### src/rtl/date_stream_parser.sv
// rtl/date_stream_parser.sv - streaming ASCII date recogniser (Y..Y<SEP>MM<SEP>DD)
// Emits a one-cycle result or err pulse per well-formed date and captures BCD fields.
module date_stream_parser #(
  parameter int          YEAR_DIGITS = 4,
  parameter logic [7:0]  SEP         = 8'h2D,
  parameter int          CHECK_MODE  = 2
) (
  input  logic                     clk,
  input  logic                     reset,
  input  logic [7:0]               char,
  input  logic                     valid,
  output logic                     result,
  output logic                     err,
  output logic [4*YEAR_DIGITS-1:0] year,
  output logic [7:0]               month,
  output logic [7:0]               day
);

  localparam int YW = 4 * YEAR_DIGITS;

  typedef enum logic [2:0] {
    ST_Y, ST_S1, ST_M1, ST_M2, ST_S2, ST_D1, ST_D2
  } state_t;

  state_t        state_q, state_d;
  logic [1:0]    cnt_q, cnt_d;
  logic [YW-1:0] ybuf_q, ybuf_d;
  logic [7:0]    mbuf_q, mbuf_d;
  logic [3:0]    dhi_q, dhi_d;
  logic          result_q, result_d;
  logic          err_q, err_d;
  logic [YW-1:0] year_q, year_d;
  logic [7:0]    month_q, month_d;
  logic [7:0]    day_q, day_d;

  logic          is_digit, is_sep, mismatch;
  logic [3:0]    dig;
  logic [7:0]    day_cand;
  logic [15:0]   year_ext;
  logic          leap, basic_ok, date_ok;
  logic [7:0]    max_day;

  assign is_digit = (char >= 8'h30) && (char <= 8'h39);
  assign is_sep   = (char == SEP);
  assign dig      = char[3:0];
  assign day_cand = {dhi_q, dig};
  assign year_ext = 16'(ybuf_q);

  // Divisibility by 4 of a two-digit BCD number: odd tens need units 2/6, even tens 0/4/8.
  function automatic logic div4(input logic [3:0] tens, input logic [3:0] units);
    if (tens[0]) return (units == 4'd2) || (units == 4'd6);
    else         return (units == 4'd0) || (units == 4'd4) || (units == 4'd8);
  endfunction

  always_comb begin
    leap = div4(year_ext[7:4], year_ext[3:0]);
    if (year_ext[7:0] == 8'h00) begin
      if (YEAR_DIGITS == 4) leap = div4(year_ext[15:12], year_ext[11:8]);
      else                  leap = 1'b1;
    end
  end

  always_comb begin
    max_day = 8'h31;
    case (mbuf_q)
      8'h04, 8'h06, 8'h09, 8'h11: max_day = 8'h30;
      8'h02:                      max_day = leap ? 8'h29 : 8'h28;
      default:                    max_day = 8'h31;
    endcase
  end

  // Fields are valid BCD here, so hex magnitude compares order them correctly.
  assign basic_ok = (mbuf_q != 8'h00) && (mbuf_q <= 8'h12) &&
                    (day_cand != 8'h00) && (day_cand <= 8'h31);

  always_comb begin
    if (CHECK_MODE == 0)      date_ok = 1'b1;
    else if (CHECK_MODE == 1) date_ok = basic_ok;
    else                      date_ok = basic_ok && (day_cand <= max_day);
  end

  always_comb begin
    state_d  = state_q;
    cnt_d    = cnt_q;
    ybuf_d   = ybuf_q;
    mbuf_d   = mbuf_q;
    dhi_d    = dhi_q;
    result_d = 1'b0;
    err_d    = 1'b0;
    year_d   = year_q;
    month_d  = month_q;
    day_d    = day_q;
    mismatch = 1'b0;

    if (valid) begin
      case (state_q)
        ST_Y: begin
          if (is_digit) begin
            ybuf_d = {ybuf_q[YW-5:0], dig};
            if (cnt_q == 2'(YEAR_DIGITS - 1)) begin
              state_d = ST_S1;
              cnt_d   = 2'd0;
            end else begin
              cnt_d = cnt_q + 2'd1;
            end
          end else begin
            mismatch = 1'b1;
          end
        end
        ST_S1: if (is_sep) state_d = ST_M1; else mismatch = 1'b1;
        ST_M1, ST_M2: begin
          if (is_digit) begin
            mbuf_d  = {mbuf_q[3:0], dig};
            state_d = (state_q == ST_M1) ? ST_M2 : ST_S2;
          end else begin
            mismatch = 1'b1;
          end
        end
        ST_S2: if (is_sep) state_d = ST_D1; else mismatch = 1'b1;
        ST_D1: begin
          if (is_digit) begin
            dhi_d   = dig;
            state_d = ST_D2;
          end else begin
            mismatch = 1'b1;
          end
        end
        ST_D2: begin
          if (is_digit) begin
            state_d = ST_Y;
            cnt_d   = 2'd0;
            if (date_ok) begin
              result_d = 1'b1;
              year_d   = ybuf_q;
              month_d  = mbuf_q;
              day_d    = day_cand;
            end else begin
              err_d = 1'b1;
            end
          end else begin
            mismatch = 1'b1;
          end
        end
        default: mismatch = 1'b1;
      endcase

      // A stray digit may be the first digit of a new year.
      if (mismatch) begin
        state_d = ST_Y;
        if (is_digit) begin
          cnt_d  = 2'd1;
          ybuf_d = {ybuf_q[YW-5:0], dig};
        end else begin
          cnt_d = 2'd0;
        end
      end
    end
  end

  always_ff @(posedge clk or posedge reset) begin
    if (reset) begin
      state_q  <= ST_Y;
      cnt_q    <= 2'd0;
      ybuf_q   <= '0;
      mbuf_q   <= 8'h00;
      dhi_q    <= 4'h0;
      result_q <= 1'b0;
      err_q    <= 1'b0;
      year_q   <= '0;
      month_q  <= 8'h00;
      day_q    <= 8'h00;
    end else begin
      state_q  <= state_d;
      cnt_q    <= cnt_d;
      ybuf_q   <= ybuf_d;
      mbuf_q   <= mbuf_d;
      dhi_q    <= dhi_d;
      result_q <= result_d;
      err_q    <= err_d;
      year_q   <= year_d;
      month_q  <= month_d;
      day_q    <= day_d;
    end
  end

  assign result = result_q;
  assign err    = err_q;
  assign year   = year_q;
  assign month  = month_q;
  assign day    = day_q;

endmodule
### config.mk
export PLATFORM = sky130hd
export DESIGN_NAME = date_stream_parser
export DESIGN_NICKNAME = d
export VERILOG_FILES = /design/src/rtl/date_stream_parser.sv
export SDC_FILE = /design/constraint.sdc
export NUM_CORES = 1
export LEC_CHECK = 0
export CAP_MARGIN = 30
export CORE_AREA = 2 2 78 80
export DETAILED_ROUTE_END_ITERATION = 8
export DIE_AREA = 0 0 80 82
export PLACE_DENSITY = 0.74
export SLEW_MARGIN = 20
export SYNTH_ARGS = -nofsm -noshare
export SYNTH_HDL_FRONTEND = slang
export SYNTH_SLANG_ARGS = --single-unit
export TNS_END_PERCENT = 10
### constraint.sdc
create_clock -name clk -period 3.22 [get_ports clk]
set_clock_uncertainty 0.05 [all_clocks]
set_input_delay 0.322 -clock clk [delete_from_list [all_inputs] [get_ports clk]]
set_output_delay 0.322 -clock clk [all_outputs]
set_load 0.01 [all_outputs]
==> flow_summary.toml <==
[status]
status = "finished, final reports clean"

[sta]
period_needed_ns = 2.879
setup_viol = 0
maxSlewHeadroom = 0.6059
rsz0062_at_grt = "false"
drv_slew = 0
setup_tns_ns = 0
finalHoldViolCount = 0
max_freq_mhz = 347.4
fin_crit_sh = 0.8941
final.setup.worst_slack_ns = 0.3411
worst_pin_slew_ns = 0.5893

[global_route]
antenna_found_initial = 0
grt_pass1_vias = 1877
grt_first_pass_wirelength_mm = 9.025
grt_usage = 0.1825
overflow = 0
grt_max_degree = 41

[synthesis]
synth_most_common_cell = "dfrtp_1"
yosysUniqueCellTypes = 44
synth_commonest_cells = "67 x dfrtp_1, 41 x mux2_2, 12 x nand2_1"
synth_edf_count = 0
synth_nets = 240
synthCells = 225
netlist_area_um2 = 2998
ys_ff_latch = 67
ys_seq_area_frac = 0.5593
ys_warn_count = 0
yosysTopAreaCell = "dfrtp_1"
synthTopCellsByArea = "dfrtp_1 56%, mux2_2 15%, mux2_4 5.0%"
async_reset_ff_frac = 1.000
syn_avg_cell_area_um2 = 13.32
synth_top_area_share = 0.5593
synth_flop_cell = "dfrtp_1"

[drt]
drtAntennaViolNets = 0
drc_errors = 0
wl_per_cell_um = 15.10
drt_iter0_drc = 69
first_pass_iters = 4
avgViaCountPerCell = 5.419
vias = 1929
finalWirelength_mm = 5.375

[floorplan]
rows = 28
die_x_um = 80
die_area_um2 = 6560
io_pins = 45
die_y_um = 82
core_region_area_um2 = 5746
initial_utilization = 0.5218

[final_layout]
n_fill_cell = 476
antenna_cells = 0
design_area_um2 = 3680
multiInputGateArea_um2 = 1236
drive_above_1_share = 0.2705
layout.nets = 291
area.sequential_um2 = 1677
syn_to_final_growth_pct = 22.75

[clock_network]
cts_root_buf = "clkbuf_8"
clockBufferDepth = 2
cts_tree = "built"
clock_sinks = 67
cts.clk_slew.worst_paths_ns = 0.07
cts_buffers = 9
h-tree-depth = 3
cts_resized = 0
cts_hold_buf = 0
cts_setup_buffers = 0
clk_latency_ns = 0.33

[min_path]
hold_class = "primary input to asynchronous set/reset pin"

[worst_setup_path]
slowest_stage = "or4_1"
crit_arrival_ns = 3.04
crit_required_ns = 3.39
timing.rr.start = "ybuf_q[2]"
critPathKind = "flip-flop to flip-flop"
path_cells = "or4_1 > nor2_1 > o21ai_0 > a21oi_1 > o31ai_1 > ha_1 > nor3b_1 > o211ai_1 > nand3_1 > nand3_1 > buf_4 > mux2_2"
path_delay_family = "simple AND/OR/NAND/NOR gates"
cp_common_cell = "nand3_1"
path_max_fanout = 16
max_stage_delay_ns = 0.53
crit_start = "ybuf_q[2]"
end_kind = "flip-flop"
path_buf_inv = 1
worst_setup_path_start_kind = "flip-flop"

[placed_design]
hpwl_mm = 3.797
dp_slack_ns = 0.3475
post_dp_cell_area_um2 = 3518
io_buffers = 44
place_congestion = 0.8168

[pwr]
power_density_nw_per_um2 = 432.0
p_total_mw = 1.590
p_leak_nw = 1.735
ir_drop_uv = 296.9

[job]
max_cap_viol_count = 0
-- area by class of cell --
class                   instances  share of cell area
flip-flops and latches         67              0.4556
multi-input cells             141              0.3359
repair buffers                 50              0.1319
clock buffers                  11             0.03570
well taps                      75             0.02550
clock inverters                 5            0.008160
inverters                       7            0.007140
-- per-layer routing --
layer	share of wire	track usage	vias up
met5	0	0	-
met4	0.015	0.07119	0
met3	0.045	0.05275	8
met2	0.46	0.2783	41
met1	0.48	0.2480	957
li1	-	-	923
-- registers in the layout (all words and copies together) (netlist names) --
signal and flops:
result 1, year 16, dhi_q 4, mbuf_q 8
month 8, ybuf_q 16, day 8, cnt_q 2
err 1, state_q 3
-- report_power, final --
part           switching, mW  internal [mW]
combinational         0.0497         0.0615
sequential            0.0339          0.869
clock                  0.301          0.275
-- cell usage in the layout (no fill, tap or decap), types with 5 or more instances in the layout --
cell and n:
o21ai_0 7, mux2_4 10, mux2_2 41, and2_1 7, inv_1 6, clkdlybuf4s50_1 44, clkbuf_8 9, nor2_1 6
nand3_1 5, buf_4 6, nand2_1 12, dfrtp_1 67
-- worst register-to-register path: stages (launching register included) --
cell and delay, ns:
dfrtp_1 0.43, or4_1 0.53, nor2_1 0.09, o21ai_0 0.09, a21oi_1 0.16, o31ai_1 0.08, ha_1 0.17, nor3b_1 0.13
o211ai_1 0.17, nand3_1 0.13, nand3_1 0.11, buf_4 0.25, mux2_2 0.37
-- cell families after synthesis --
family	count (synthesis)	share of synthesized area
fa+ha+maj	4	0.01670
simple gates	51	0.09974
compound gates	31	0.07847
mux	53	0.2116
buf+inv	17	0.02838
flops	67	0.5593
xor+xnor	2	0.005844
-- per-stage QoR --
stage	cells	hold slack [ns]	util
final	356	0.1406	0.6405
after global placement	340	0.4190	0.6124
after floorplan	225	0.4101	-
after detailed placement	340	0.4202	0.6124
after global routing	356	0.1308	0.6405
after CTS	356	0.1238	0.6405
-- path summary, 6_finish.rpt --
check | slack, ns | cells after the start | to
worst max-delay path | 0.34 | 12 | year[3]
worst min-delay path | 0.14 | 2 | year[14]
worst max register to register | 0.34 | 12 | year[3]
worst min register to register | 0.43 | 1 | day[7]
max in group asynchronous | 2.26 | 3 | ybuf_q[0]
min in group clk | 0.43 | 1 | day[7]
Power figures use the tool's default switching activity.
